[config.mk]
export PLATFORM = sky130hd
export DESIGN_NAME = decoder_scan_seq
export DESIGN_NICKNAME = d
export VERILOG_FILES = /design/src/rtl/decoder_scan_seq_pkg.sv /design/src/rtl/scan_dwell_cnt.sv /design/src/rtl/decoder_scan_seq.sv
export SDC_FILE = /design/constraint.sdc
export NUM_CORES = 1
export LEC_CHECK = 0
export CORE_MARGIN = 3
export CORE_UTILIZATION = 35
export CTS_CLUSTER_DIAMETER = 100
export DETAILED_ROUTE_END_ITERATION = 10
export PLACE_DENSITY = 0.52
export SKIP_LAST_GASP = 1
export SLEW_MARGIN = 20
export SYNTH_ARGS = -nofsm -noshare
export SYNTH_HDL_FRONTEND = slang
export SYNTH_HIERARCHICAL = 1
export SYNTH_SLANG_ARGS = --single-unit
[constraint.sdc]
create_clock -name clk_in -period 2.9 [get_ports clk_in]
set_clock_uncertainty 0.1 [all_clocks]
set_input_delay 0.58 -clock clk_in [delete_from_list [all_inputs] [get_ports clk_in]]
set_output_delay 0.58 -clock clk_in [all_outputs]
set_load 0.03 [all_outputs]
[src/rtl/decoder_scan_seq_pkg.sv]
// Shared definitions for the decoder scan sequencer: state encoding and
// default widths of the select code and the dwell count.
package decoder_scan_seq_pkg;

  localparam int unsigned SEL_W_DEF = 4;
  localparam int unsigned DW_W_DEF  = 8;

  typedef enum logic [1:0] {
    ST_IDLE  = 2'd0,
    ST_SCAN  = 2'd1,
    ST_BLANK = 2'd2
  } scan_state_e;

endpackage

[src/rtl/scan_dwell_cnt.sv]
// Loadable down-counter timing how long each select code stays enabled.
// expire_c is high whenever the count has reached zero.
module scan_dwell_cnt #(
  parameter int unsigned W = 8
) (
  input  logic         clk,
  input  logic         rst_n,
  input  logic         clr,
  input  logic         load,
  input  logic [W-1:0] load_val,
  input  logic         dec,
  output logic         expire_c
);

  logic [W-1:0] cnt;

  // Clear beats load beats decrement; the count saturates at zero.
  always_ff @(posedge clk or negedge rst_n) begin
    if (!rst_n) begin
      cnt <= '0;
    end else if (clr) begin
      cnt <= '0;
    end else if (load) begin
      cnt <= load_val;
    end else if (dec && (cnt != '0)) begin
      cnt <= cnt - W'(1);
    end
  end

  assign expire_c = (cnt == '0);

endmodule

[src/rtl/decoder_scan_seq.sv]
// Scan sequencer for a 4-to-16 decoder: steps the select code 0..last,
// holding each code enabled for a dwell period with a one-cycle blank between.
module decoder_scan_seq
  import decoder_scan_seq_pkg::*;
#(
  parameter int unsigned SEL_W = SEL_W_DEF,
  parameter int unsigned DW_W  = DW_W_DEF
) (
  input  logic             clk_in,
  input  logic             rst_n_in,
  input  logic             start_in,
  input  logic             stop_in,
  input  logic [DW_W-1:0]  dwell_in,
  input  logic [SEL_W-1:0] last_in,
  output logic [SEL_W-1:0] sel_out,
  output logic             en_out,
  output logic             busy_out,
  output logic             wrap_out
);

  scan_state_e      state;
  logic [DW_W-1:0]  dwell_r;
  logic [SEL_W-1:0] last_r;

  logic             cnt_clr_c;
  logic             cnt_load_c;
  logic             cnt_dec_c;
  logic [DW_W-1:0]  cnt_load_val_c;
  logic             cnt_expire_c;

  // A dwell of zero behaves as one; the counter holds "cycles remaining - 1".
  function automatic logic [DW_W-1:0] dwell_m1(input logic [DW_W-1:0] d);
    return (d == '0) ? '0 : d - DW_W'(1);
  endfunction

  // Counter control follows the state transitions taken on the same edge.
  always_comb begin
    cnt_clr_c      = 1'b0;
    cnt_load_c     = 1'b0;
    cnt_dec_c      = 1'b0;
    cnt_load_val_c = dwell_m1(dwell_r);
    case (state)
      ST_IDLE: begin
        cnt_load_val_c = dwell_m1(dwell_in);
        cnt_load_c     = start_in && !stop_in;
      end
      ST_SCAN: begin
        cnt_clr_c = stop_in;
        cnt_dec_c = !stop_in && !cnt_expire_c;
      end
      ST_BLANK: begin
        cnt_clr_c  = stop_in;
        cnt_load_c = !stop_in;
      end
      default: cnt_clr_c = 1'b1;
    endcase
  end

  scan_dwell_cnt #(
    .W(DW_W)
  ) u_dwell_cnt (
    .clk      (clk_in),
    .rst_n    (rst_n_in),
    .clr      (cnt_clr_c),
    .load     (cnt_load_c),
    .load_val (cnt_load_val_c),
    .dec      (cnt_dec_c),
    .expire_c (cnt_expire_c)
  );

  // State and all outputs are registered; sel_out only moves while en_out is low.
  always_ff @(posedge clk_in or negedge rst_n_in) begin
    if (!rst_n_in) begin
      state    <= ST_IDLE;
      dwell_r  <= '0;
      last_r   <= '0;
      sel_out  <= '0;
      en_out   <= 1'b0;
      busy_out <= 1'b0;
      wrap_out <= 1'b0;
    end else begin
      wrap_out <= 1'b0;
      case (state)
        ST_IDLE: begin
          if (start_in && !stop_in) begin
            state    <= ST_SCAN;
            dwell_r  <= dwell_in;
            last_r   <= last_in;
            sel_out  <= '0;
            en_out   <= 1'b1;
            busy_out <= 1'b1;
          end
        end
        ST_SCAN: begin
          if (stop_in) begin
            state    <= ST_IDLE;
            sel_out  <= '0;
            en_out   <= 1'b0;
            busy_out <= 1'b0;
          end else if (cnt_expire_c) begin
            state  <= ST_BLANK;
            en_out <= 1'b0;
          end
        end
        ST_BLANK: begin
          if (stop_in) begin
            state    <= ST_IDLE;
            sel_out  <= '0;
            en_out   <= 1'b0;
            busy_out <= 1'b0;
          end else begin
            state  <= ST_SCAN;
            en_out <= 1'b1;
            if (sel_out == last_r) begin
              sel_out  <= '0;
              wrap_out <= 1'b1;
            end else begin
              sel_out <= sel_out + SEL_W'(1);
            end
          end
        end
        default: begin
          state    <= ST_IDLE;
          sel_out  <= '0;
          en_out   <= 1'b0;
          busy_out <= 1'b0;
        end
      endcase
    end
  end

endmodule

==> results by group <==
Global routing
  – Global-route wire length before repair: 7090 microns
  – Number of global-route vias before repair: 1,459
  – Tot GR Track Use: 14.3%
  – Largest net degree at the start of global routing: 30
  – Antenna violations before repair: 0
  – Total gr overflow: 0

Floorplan
  – Initial Util: 36.7%
  – Core Area: 5170 sq um
  – Row count: 26
  – Ports: 23
  – Die area: 6350 sq um
  – Die X: 79.7 microns
  – Die Span Y: 79.7 microns

Yosys
  – Ys flop type: dfrtp_1
  – Top cells by area, synth: dfrtp_1 38%, ha_1 7.2%, xnor2_1 6.9%
  – Sequential area share after synthesis: 38.2%
  – Post-synthesis mux area share: 6.46%
  – Largest family of logic cells by synthesized area: simple AND/OR/NAND/NOR gates
  – Post-Syn Area: 1900 sq um
  – Post-synthesis compound-gate area fraction: 16.5%
  – Adder-cell share of the synthesized area: 7.25%
  – Register bit total from synthesis: 29
  – Synth unique cells: 43
  – YS warnings: 6
  – Share of the synthesized area in the top cell type: 38.2%
  – Post-Syn Instances: 202
  – Synth Area in XOR/XNOR: 8.30%
  – Mean area per synthesized cell: 9.40 sq um
  – Post-Syn Nets: 229
  – Number of synthesized flops with an enable pin: 0
  – Leading area contributor after synthesis: dfrtp_1
  – Post-synth ARST share: 100%
  – Synth Area in Simple Gates: 19.7%

Clocking
  – Clk pin slew, worst setup/hold paths: 0.07 ns
  – Post-CTS Hold Buffers: 0
  – CTS H-tree lvls: 2
  – Cts bufs inserted: 5
  – Maximum clock path buffer count: 2
  – Clock Sinks: 29
  – CTS tree: done
  – Clk_lat worst skew: 0.28 ns
  – Cts repair resizes: 0
  – Root buf cell: clkbuf_8
  – Post-CTS setup repair buffer count: 0

Drt
  – DR vias: 1,527
  – WL/cell: 13.1 microns
  – Post-DRT Antenna Nets: 0
  – Drt first pass iters: 4
  – Initial DRC Count: 72
  – Routed vias/inst: 4.99
  – DR top layer: met4
  – DRC: 0
  – Met3 wire length: 125 microns
  – Wire length on met1: 2090 microns
  – Routed WL: 4020 microns
  – DR WL met2: 1740 microns

Pwr
  – P_int: 1.44 mW
  – P per Cell Area: 1010 nW/um^2
  – Clk pwr share: 21.0%
  – Net Sw Frac: 39.9%
  – Sequential Power Share: 30.4%
  – Comb pwr share: 48.7%
  – P_leak: 0.988 nW
  – P_sw: 0.961 mW
  – Peak supply drop: 0.000402 V

STA
  – Max Transition Viols Final: 0
  – Hold_ws: 0.378 ns
  – Setup TNS: 0 ns
  – Max Clock Freq: 0.400 GHz
  – Min Tclk post-route: 2.50 ns
  – # setup viols final: 0
  – Fin crit share: 86.2%
  – Slew HR: 63.8%
  – Final Hold Viols: 0
  – RSZ-0062 raised after global routing: false
  – Worst-Margin Slew: 0.539 ns

Finish
  – Final Non-Filler Cells: 306
  – Design Area, Final: 2380 sq um
  – Final core utilization: 46.0%
  – Layout net count: 262
  – Share of cells above drive strength 1: 14.8%
  – P&R area growth vs syn: 25.4%
  – Fillers: 507
  – N_diodes: 0

Worst setup path
  – Delay-heaviest family, CP: simple AND/OR/NAND/NOR gates
  – Crit path max fanout: 5
  – Worst Setup Start Kind: register
  – Worst path cell trace: inv_1 > ha_1 > nor4b_2 > buf_4 > nand2_1 > inv_1 > nor2_1 > nor3b_1 > nor4b_2 > xnor2_1 > a211oi_2
  – CP max-delay cell: dfrtp_1
  – Largest stage delay on the critical path: 0.38 ns
  – WP buf/inv: 3
  – WS Path Type: register to register
  – CP Data Required Time: 3.00 ns
  – CP arrival: 2.59 ns
  – Crit. End Element: register

Placed design
  – Post-DP Area: 2250 sq um
  – Placed wire-length estimate: 3090 microns
  – Inst Count DP: 298
  – Placer Congestion: 0.868
  – # port buffers: 22

Job
  – Max Cap Viol: 0

Run status
  – Status: finished, final reports clean

Min path
  – Hold Path Class: register to register
## path summary, 6_finish.rpt
check,from,end,slack (ns),cells past startpoint
worst max register to register,u_dwell_cnt/cnt[0]$_DFFE_PN0P_,u_dwell_cnt/cnt[7]$_DFFE_PN0P_,0.40,11
min in group asynchronous,rst_n_in,sel_out[0]$_DFFE_PN0P_,0.58,2
worst min register to register,en_out$_DFFE_PN0P_,en_out$_DFFE_PN0P_,0.38,2
worst max-delay path,u_dwell_cnt/cnt[0]$_DFFE_PN0P_,u_dwell_cnt/cnt[7]$_DFFE_PN0P_,0.40,11
max in group asynchronous,rst_n_in,u_dwell_cnt/cnt[2]$_DFFE_PN0P_,1.82,2
worst min-delay path,en_out$_DFFE_PN0P_,en_out$_DFFE_PN0P_,0.38,2
## layout by cell type (no fill, tap or decap), drive strengths merged, types with 2 or more instances in the layout
| cell type | netlist | routed |
|---|---|---|
| nor3 | 6 | 6 |
| a41o | 2 | 2 |
| inv | 15 | 15 |
| nand2 | 22 | 22 |
| a21boi | 3 | 3 |
| xnor2 | 15 | 15 |
| a21oi | 5 | 5 |
| bufinv | 0 | 2 |
| a211oi | 7 | 7 |
| mux2 | 10 | 10 |
| dfrtp | 29 | 29 |
| a21o | 2 | 2 |
| nor3b | 2 | 2 |
| clkbuf | 1 | 5 |
| nor4 | 5 | 5 |
| o31ai | 2 | 2 |
| a31oi | 2 | 2 |
| ha | 11 | 11 |
| nand2b | 5 | 5 |
| o21ai | 10 | 10 |
| nand3 | 2 | 2 |
| nand4 | 2 | 2 |
| nor4b | 3 | 3 |
| and2 | 2 | 2 |
| o22ai | 8 | 8 |
| clkdlybuf4s50 | 0 | 22 |
| buf | 2 | 7 |
| xor2 | 3 | 3 |
| nor2 | 15 | 15 |
## synthesized netlist by cell type (2+ instances only)
master / n
a211oi_1: 6
a21boi_0: 2
a21o_1: 2
a21oi_1: 5
a31oi_1: 2
and2_1: 2
dfrtp_1: 29
ha_1: 11
inv_1: 15
mux2_2: 10
nand2_1: 22
nand2b_1: 5
nand3_1: 2
nand4_1: 2
nor2_1: 15
nor3_1: 6
nor3b_1: 2
nor4_1: 5
nor4b_2: 3
o21ai_0: 9
o22ai_1: 8
o31ai_1: 2
xnor2_1: 15
xor2_1: 3
## kinds of logic after synthesis
family	count (synthesis)
xor gates and xnor gates	18
buffers and inverters	18
AOI/OAI and AO/OA	45
and+or+nand+nor	70
adders and majority gates	11
muxes	11
DFF	29
## registers in the layout, summed over array words and instances (netlist names)
| name | cells |
|---|---|
| busy_out | 1 |
| last_r | 4 |
| wrap_out | 1 |
| state | 2 |
| sel_out | 4 |
| en_out | 1 |
| dwell_r | 8 |
| u_dwell_cnt/cnt | 8 |
## area by class of cell
cell class | instances | area (sq um) | share of cell area, %
flip-flops and latches | 29 | 726 | 30.5
clock buffers | 5 | 68.8 | 2.89
inverters | 15 | 56.3 | 2.36
clock inverters | 3 | 65.1 | 2.73
multi-input cells | 155 | 1100 | 46.4
well taps | 70 | 87.6 | 3.68
repair buffers | 29 | 273 | 11.5
## through the flow
step	power, mW	setup WS (ns)
after floorplan	1.58	0.743
after global placement	1.92	0.355
after detailed placement	1.91	0.290
after CTS	2.44	0.384
after global routing	2.62	0.253
final	2.41	0.401
## tightest hold or removal path: stages, from the launching register on
cell and delay (ns):
dfrtp_1 0.34, nand2_1 0.04, o21ai_0 0.06
## power groups by stage
stage	clock network (mW)	registers, mW	logic (mW)
2_1_floorplan	0	0.730	0.853
3_3_place_gp	0	0.738	1.18
3_5_place_dp	0	0.738	1.18
4_1_cts	0.521	0.729	1.18
5_1_grt	0.541	0.757	1.32
6_report	0.505	0.731	1.17
## per-layer routing
metal	track usage [%]	vias to the layer above
met5	0	-
met4	5.15	0
met3	3.50	7
met2	21.1	20
met1	20.2	704
li1	-	796
Power figures use the tool's default switching activity.
